`src/rtl/muldiv_if.sv`:
```
// rtl/muldiv_if.sv - EX-stage to mult/div sequencer bundle with HI/LO readback
interface muldiv_if #(
  parameter int WIDTH = 32
);
  logic             op_valid;
  logic [1:0]       op_code;
  logic [WIDTH-1:0] op_a;
  logic [WIDTH-1:0] op_b;
  logic             id_uses_hilo;
  logic             busy;
  logic             hilo_stall;
  logic             done;
  logic             div_zero;
  logic [WIDTH-1:0] hi;
  logic [WIDTH-1:0] lo;

  modport master (
    output op_valid, op_code, op_a, op_b, id_uses_hilo,
    input  busy, hilo_stall, done, div_zero, hi, lo
  );

  modport slave (
    input  op_valid, op_code, op_a, op_b, id_uses_hilo,
    output busy, hilo_stall, done, div_zero, hi, lo
  );
endinterface

```
`src/rtl/muldiv_sequencer.sv`:
```
// rtl/muldiv_sequencer.sv - bit-serial MULT/MULTU/DIV/DIVU sequencer owning HI/LO
module muldiv_sequencer #(
  parameter int WIDTH = 32
) (
  input  logic     clk,
  input  logic     rst_n,
  muldiv_if.slave  bus
);
  localparam int CW = $clog2(WIDTH);

  typedef enum logic [1:0] {IDLE, RUN, FIX} state_t;

  state_t           state, state_nxt;
  logic [CW-1:0]    cnt;
  logic             is_div;
  logic             neg_q;
  logic             neg_r;
  logic [WIDTH-1:0] acc_hi;
  logic [WIDTH-1:0] acc_lo;
  logic [WIDTH-1:0] opnd;
  logic [WIDTH-1:0] hi_q;
  logic [WIDTH-1:0] lo_q;
  logic             done_q;
  logic             dz_q;

  logic             start;
  logic             div_req;
  logic             zero_div;
  logic             is_signed;
  logic             sign_a;
  logic             sign_b;
  logic [WIDTH-1:0] mag_a;
  logic [WIDTH-1:0] mag_b;
  logic [WIDTH:0]   mul_sum;
  logic [WIDTH:0]   div_trial;
  logic             div_ge;
  logic [WIDTH-1:0] div_rem;
  logic [2*WIDTH-1:0] prod;
  logic [2*WIDTH-1:0] prod_fix;
  logic [WIDTH-1:0] quo_fix;
  logic [WIDTH-1:0] rem_fix;

  assign start     = (state == IDLE) && bus.op_valid;
  assign div_req   = bus.op_code[1];
  assign zero_div  = start && div_req && (bus.op_b == '0);
  assign is_signed = ~bus.op_code[0];
  assign sign_a    = is_signed & bus.op_a[WIDTH-1];
  assign sign_b    = is_signed & bus.op_b[WIDTH-1];
  assign mag_a     = sign_a ? -bus.op_a : bus.op_a;
  assign mag_b     = sign_b ? -bus.op_b : bus.op_b;

  // Multiply keeps {partial product, remaining multiplier bits} in acc_hi:acc_lo;
  // divide keeps {partial remainder, dividend bits becoming quotient bits}.
  assign mul_sum   = {1'b0, acc_hi} + (acc_lo[0] ? {1'b0, opnd} : '0);
  assign div_trial = {acc_hi, acc_lo[WIDTH-1]};
  assign div_ge    = div_trial >= {1'b0, opnd};
  assign div_rem   = div_trial[WIDTH-1:0] - opnd;

  assign prod      = {acc_hi, acc_lo};
  assign prod_fix  = neg_q ? -prod : prod;
  assign quo_fix   = neg_q ? -acc_lo : acc_lo;
  assign rem_fix   = neg_r ? -acc_hi : acc_hi;

  always_ff @(posedge clk or negedge rst_n) begin
    if (!rst_n) begin
      state <= IDLE;
    end else begin
      state <= state_nxt;
    end
  end

  always_comb begin
    state_nxt = state;
    case (state)
      IDLE:    if (start && !zero_div) state_nxt = RUN;
      RUN:     if (cnt == CW'(WIDTH - 1)) state_nxt = FIX;
      FIX:     state_nxt = IDLE;
      default: state_nxt = IDLE;
    endcase
  end

  always_ff @(posedge clk or negedge rst_n) begin
    if (!rst_n) begin
      cnt    <= '0;
      is_div <= 1'b0;
      neg_q  <= 1'b0;
      neg_r  <= 1'b0;
      acc_hi <= '0;
      acc_lo <= '0;
      opnd   <= '0;
      hi_q   <= '0;
      lo_q   <= '0;
      done_q <= 1'b0;
      dz_q   <= 1'b0;
    end else begin
      done_q <= 1'b0;
      dz_q   <= 1'b0;
      case (state)
        IDLE: begin
          if (zero_div) begin
            done_q <= 1'b1;
            dz_q   <= 1'b1;
          end else if (start) begin
            cnt    <= '0;
            is_div <= div_req;
            neg_q  <= sign_a ^ sign_b;
            neg_r  <= sign_a;
            acc_hi <= '0;
            if (div_req) begin
              acc_lo <= mag_a;
              opnd   <= mag_b;
            end else begin
              acc_lo <= mag_b;
              opnd   <= mag_a;
            end
          end
        end
        RUN: begin
          cnt <= cnt + CW'(1);
          if (is_div) begin
            acc_hi <= div_ge ? div_rem : div_trial[WIDTH-1:0];
            acc_lo <= {acc_lo[WIDTH-2:0], div_ge};
          end else begin
            {acc_hi, acc_lo} <= {mul_sum, acc_lo[WIDTH-1:1]};
          end
        end
        FIX: begin
          done_q <= 1'b1;
          if (is_div) begin
            hi_q <= rem_fix;
            lo_q <= quo_fix;
          end else begin
            {hi_q, lo_q} <= prod_fix;
          end
        end
        default: ;
      endcase
    end
  end

  assign bus.busy       = (state != IDLE);
  assign bus.hilo_stall = bus.busy & bus.id_uses_hilo;
  assign bus.done       = done_q;
  assign bus.div_zero   = dz_q;
  assign bus.hi         = hi_q;
  assign bus.lo         = lo_q;
endmodule

```
`src/flat_wrapper.sv`:
```
// flat-port wrapper written by rule: the top's interface ports become plain ports
module muldiv_sequencer_flat 
#(
  parameter int WIDTH = 32
)
  (clk, rst_n, bus_op_valid, bus_op_code, bus_op_a, bus_op_b, bus_id_uses_hilo, bus_busy, bus_hilo_stall, bus_done, bus_div_zero, bus_hi, bus_lo);
  muldiv_if #(.WIDTH(WIDTH)) bus_i ();
  input  logic clk;
  input  logic rst_n;
  input wire logic [$bits(bus_i.op_valid)-1:0] bus_op_valid;
  input wire logic [$bits(bus_i.op_code)-1:0] bus_op_code;
  input wire logic [$bits(bus_i.op_a)-1:0] bus_op_a;
  input wire logic [$bits(bus_i.op_b)-1:0] bus_op_b;
  input wire logic [$bits(bus_i.id_uses_hilo)-1:0] bus_id_uses_hilo;
  output wire logic [$bits(bus_i.busy)-1:0] bus_busy;
  output wire logic [$bits(bus_i.hilo_stall)-1:0] bus_hilo_stall;
  output wire logic [$bits(bus_i.done)-1:0] bus_done;
  output wire logic [$bits(bus_i.div_zero)-1:0] bus_div_zero;
  output wire logic [$bits(bus_i.hi)-1:0] bus_hi;
  output wire logic [$bits(bus_i.lo)-1:0] bus_lo;
  assign bus_i.op_valid = bus_op_valid;
  assign bus_i.op_code = bus_op_code;
  assign bus_i.op_a = bus_op_a;
  assign bus_i.op_b = bus_op_b;
  assign bus_i.id_uses_hilo = bus_id_uses_hilo;
  assign bus_busy = bus_i.busy;
  assign bus_hilo_stall = bus_i.hilo_stall;
  assign bus_done = bus_i.done;
  assign bus_div_zero = bus_i.div_zero;
  assign bus_hi = bus_i.hi;
  assign bus_lo = bus_i.lo;
  muldiv_sequencer #(.WIDTH(WIDTH)) u_core (.clk(clk), .rst_n(rst_n), .bus(bus_i));
endmodule
```
`config.mk`:
```
export PLATFORM = sky130hd
export DESIGN_NAME = muldiv_sequencer_flat
export DESIGN_NICKNAME = d
export VERILOG_FILES = /design/src/rtl/muldiv_if.sv /design/src/rtl/muldiv_sequencer.sv /design/src/flat_wrapper.sv
export SDC_FILE = /design/constraint.sdc
export NUM_CORES = 1
export LEC_CHECK = 0
export BUFFER_PORTS_ARGS = -buffer_cell sky130_fd_sc_hd__buf_4
export CAP_MARGIN = 20
export CORE_ASPECT_RATIO = 1.5
export CORE_MARGIN = 2
export CORE_UTILIZATION = 55
export DETAILED_ROUTE_END_ITERATION = 7
export PLACE_DENSITY_LB_ADDON = 0.12
export SYNTH_ARGS = -nofsm -noshare
export SYNTH_HDL_FRONTEND = slang
export SYNTH_SLANG_ARGS = --single-unit
```
`constraint.sdc`:
```
create_clock -name clk -period 3.6 [get_ports clk]
set_clock_uncertainty 0.05 [all_clocks]
set_input_delay 0.72 -clock clk [delete_from_list [all_inputs] [get_ports clk]]
set_output_delay 0.72 -clock clk [all_outputs]
set_load 0.05 [all_outputs]
```
==> results by group <==
Synthesis
  – Post-Synthesis Mean Instance Area: 7.841 um^2
  – Synthesized instance count: 1801
  – Top cell type's share of synthesized area: 30.48%
  – Adder-Cell Fraction of Synth Area: 6.485%
  – Synth warnings: 0
  – Yosys top cell by area: dfrtp_1
  – Count leader, synth: nand2_1
  – Yosys reg bits: 172
  – Largest family of logic cells by synthesized area: compound AO/OA/AOI/OAI gates
  – Post-synthesis compound-gate area fraction: 23.13%
  – Top cells by count, synth: 227 x nand2_1, 197 x o21ai_0, 172 x dfrtp_1
  – Ys flop type: dfrtp_1
  – Post-synthesis net count: 1943
  – Post-synth EDFFs: 0
  – Seq/Total Area, Yosys: 30.48%
  – Netlist cell types: 70
  – Simple-Gate Fraction of Synth Area: 18.51%
  – Async S/R FF share, synth: 100.0%
  – Post-synthesis xor/xnor area fraction: 10.79%
  – Post-synthesis mux area share: 5.777%
  – Top cells by area, synth: dfrtp_1 30%, o21ai_0 7.0%, ha_1 6.2%
  – Synth Cell Area: 14120 um^2

Power
  – Clock Power Share: 11.9%
  – Design Power: 0.01586 W
  – Net Sw Frac: 48.71%
  – Comb pwr share: 68.7%
  – Power per cell area: 925.0 nW/um^2
  – Peak VDD IR: 0.0005723 V
  – Sw power: 0.007723 W
  – Reg power frac: 19.4%
  – Internal power: 0.008134 W
  – Leak pwr: 7.843 nW

Critical path
  – Worst R2R Setup Slack: 0.16 ns
  – Critical Path Sink Type: register
  – Worst Path Class, Setup: register to register
  – CP required: 3.89 ns
  – Crit path arrival time: 3.73 ns
  – Crit path max fanout: 4
  – CP Launch Type: register

CTS
  – CTS tree: built
  – Clk buf depth: 2
  – TritonCTS Buffers: 17
  – Total clock sinks: 172
  – Later-pin clock latency in the skew report: 0.46 ns
  – H-tree depth: 4
  – CTS clk-pin slew, worst paths: 0.08 ns
  – Root Driver: clkbuf_16
  – Post-CTS Setup Inserts: 0

Die
  – Full die area: 27000 um^2
  – DIE WIDTH: 134.8 um
  – I/O pins: 138
  – Die span in y: 200.3 um
  – Area of the core: 25140 um^2
  – Starting Density: 56.17%
  – # rows: 71

Final layout
  – Area of the multi-input gates: 9246 um^2
  – Nets: 2149
  – # diodes: 0
  – Utilization of the core after routing: 68.19%
  – Register area: 4305 um^2
  – Layout cell share with drive strength beyond 1: 18.07%
  – Area delta synth->final: 21.39%
  – Fillers: 2236
  – Non-filler cells, final: 2348
  – Final instance area: 17140 um^2

Placed design
  – Placed cell areas: 16460 um^2
  – Post-Place Cells: 2316
  – I/O Buffers: 137
  – Dpl hpwl: 37.49 mm
  – Routability cong.: 0.9547

Detailed routing
  – Iter 0 DRT Violations: 1001
  – DRC errors left: 0
  – Number of vias per cell: 6.086
  – Wirelength per Cell: 20.13 um
  – Post-DRT Antenna Nets: 0
  – Via count of the routed design: 14290
  – WL final: 47.26 mm
  – Pre-antenna DRT Iters: 6

GRT
  – Initial antenna violation count: 0
  – Total gr overflow: 0
  – Vias in the first global route: 14030
  – GRT Overall Usage: 34.67%
  – Largest net degree at the start of global routing: 93
  – First-pass GRT wire length: 72.77 mm

Timing
  – RSZ-0062 raised after global routing: true
  – Slew headroom: 34.43%
  – Setup violators final: 0
  – Period utilisation layout: 95.59%
  – Crit path time final: 3.441 ns
  – FMAX: 0.2906 GHz
  – Slew @ Worst Pin: 0.9836 ns
  – Final slew viol count: 0
  – Final hold vios: 0

Job
  – Max_cap viols: 0

Run status
  – Status: finished clean

Min path
  – Tightest Hold Check Type: input port to async pin
## worst max-delay path: stages (launching register included)
cell and delay (ns):
dfrtp_1 0.39, and2_1 0.14, ha_2 0.17, inv_1 0.05, fa_1 0.38, nand2b_4 0.17, a21oi_4 0.16, o21ai_1 0.10
buf_4 0.16, a2111oi_4 0.34, buf_4 0.16, nor3_2 0.06, o21ai_2 0.22, a31o_4 0.20, a31oi_1 0.10, xnor2_1 0.15
a221o_1 0.32
## cells by family (layout without fill, tap and decap cells)
logic type | after synthesis | after routing
fa+ha+maj | 72 | 72
mux | 80 | 80
compound gates | 550 | 550
flops | 172 | 172
buf+inv | 180 | 399
xor+xnor | 174 | 174
simple gates | 573 | 573
## final timing paths
| check | start | endpoint | cells after the start |
|---|---|---|---|
| min reg2reg | u_core.bus.lo[6] | u_core.bus.lo[6] | 2 |
| min | rst_n | u_core.bus.hi[23] | 1 |
| min in group clk | u_core.bus.lo[6] | u_core.bus.lo[6] | 2 |
| max | u_core.acc_lo[0] | u_core.acc_hi[29] | 16 |
| max reg2reg | u_core.acc_lo[0] | u_core.acc_hi[29] | 16 |
| max in group asynchronous | rst_n | u_core.acc_hi[30] | 2 |
## through the flow
stage / setup WS, ns / hold WS (ns) / TNS (ns)
finish: 0.1586 / 0.2203 / 0
global route: -0.03342 / 0.2651 / -0.08657
CTS: 0.01588 / 0.2316 / 0
detailed placement: -0.2144 / 0.4231 / -0.3940
global placement: -0.02266 / 0.4151 / -0.02266
floorplan: 0.3001 / 0.3744 / 0
## flip-flops by register name, summed over array words and instances, names as in the netlist
register             count
u_core.acc_hi           32
u_core.acc_lo           32
u_core.bus.div_zero      1
u_core.bus.done          1
u_core.bus.hi           32
u_core.bus.lo           32
u_core.cnt               5
u_core.is_div            1
u_core.neg_q             1
u_core.neg_r             1
u_core.opnd             32
u_core.state             2
## routing by layer
metal | wire [um] | track usage, % | up-vias
met4 | 3557 | 22.78 | 0
met5 | 0 | 0 | -
li1 | - | - | 6807
met3 | 2081 | 4.126 | 161
met1 | 17340 | 38.45 | 6805
met2 | 24280 | 61.46 | 516
## placed cells by master, fill, tap and decap left out, types with 5 or more instances in the layout
| master | netlist | routed |
|---|---|---|
| a211oi_1 | 13 | 13 |
| a21o_1 | 27 | 27 |
| a21oi_1 | 142 | 139 |
| a221oi_1 | 8 | 8 |
| a22oi_1 | 17 | 17 |
| a31oi_1 | 16 | 16 |
| and2_1 | 7 | 7 |
| and3_1 | 9 | 8 |
| buf_12 | 0 | 7 |
| buf_4 | 0 | 286 |
| clkbuf_16 | 0 | 17 |
| dfrtp_1 | 172 | 171 |
| ha_1 | 70 | 69 |
| inv_1 | 71 | 70 |
| mux2_2 | 12 | 12 |
| mux2i_1 | 68 | 68 |
| nand2_1 | 227 | 227 |
| nand2b_1 | 15 | 13 |
| nand3_1 | 34 | 34 |
| nand4_1 | 17 | 17 |
| nor2_1 | 152 | 152 |
| nor2b_1 | 20 | 20 |
| nor3_1 | 32 | 31 |
| nor4_1 | 16 | 16 |
| o211ai_1 | 5 | 5 |
| o21a_1 | 6 | 6 |
| o21ai_0 | 197 | 194 |
| o21ai_1 | 31 | 31 |
| o21bai_1 | 6 | 6 |
| o22ai_1 | 9 | 9 |
| o31a_1 | 6 | 6 |
| o31ai_1 | 20 | 20 |
| o41ai_1 | 11 | 10 |
| or3_1 | 11 | 11 |
| or4_1 | 12 | 12 |
| xnor2_1 | 93 | 93 |
| xor2_1 | 81 | 81 |
## power groups by stage
stage	sequential, W	clock (W)	combinational (W)
final	0.00308	0.00189	0.0109
after global routing	0.00312	0.00198	0.0118
after CTS	0.00305	0.00191	0.0107
after detailed placement	0.00308	0	0.0106
after global placement	0.00306	0	0.0104
after floorplan	0.00306	0	0.00684
## area by class of cell
type	count	area share (%)
Multi-Input combinational cell	1449	53.94
Sequential cell	172	25.11
Clock inverter	13	0.8613
Tap cell	328	2.394
Inverter	72	1.577
Clock buffer	19	2.642
Timing Repair Buffer	295	13.47
## repair_timing
action,4_1_cts,5_1_grt
pin swaps,1,3
resized for setup,3,15
setup endpoints to repair,5,12
hold buffers,0,0
(Power assumes the default switching activity.)
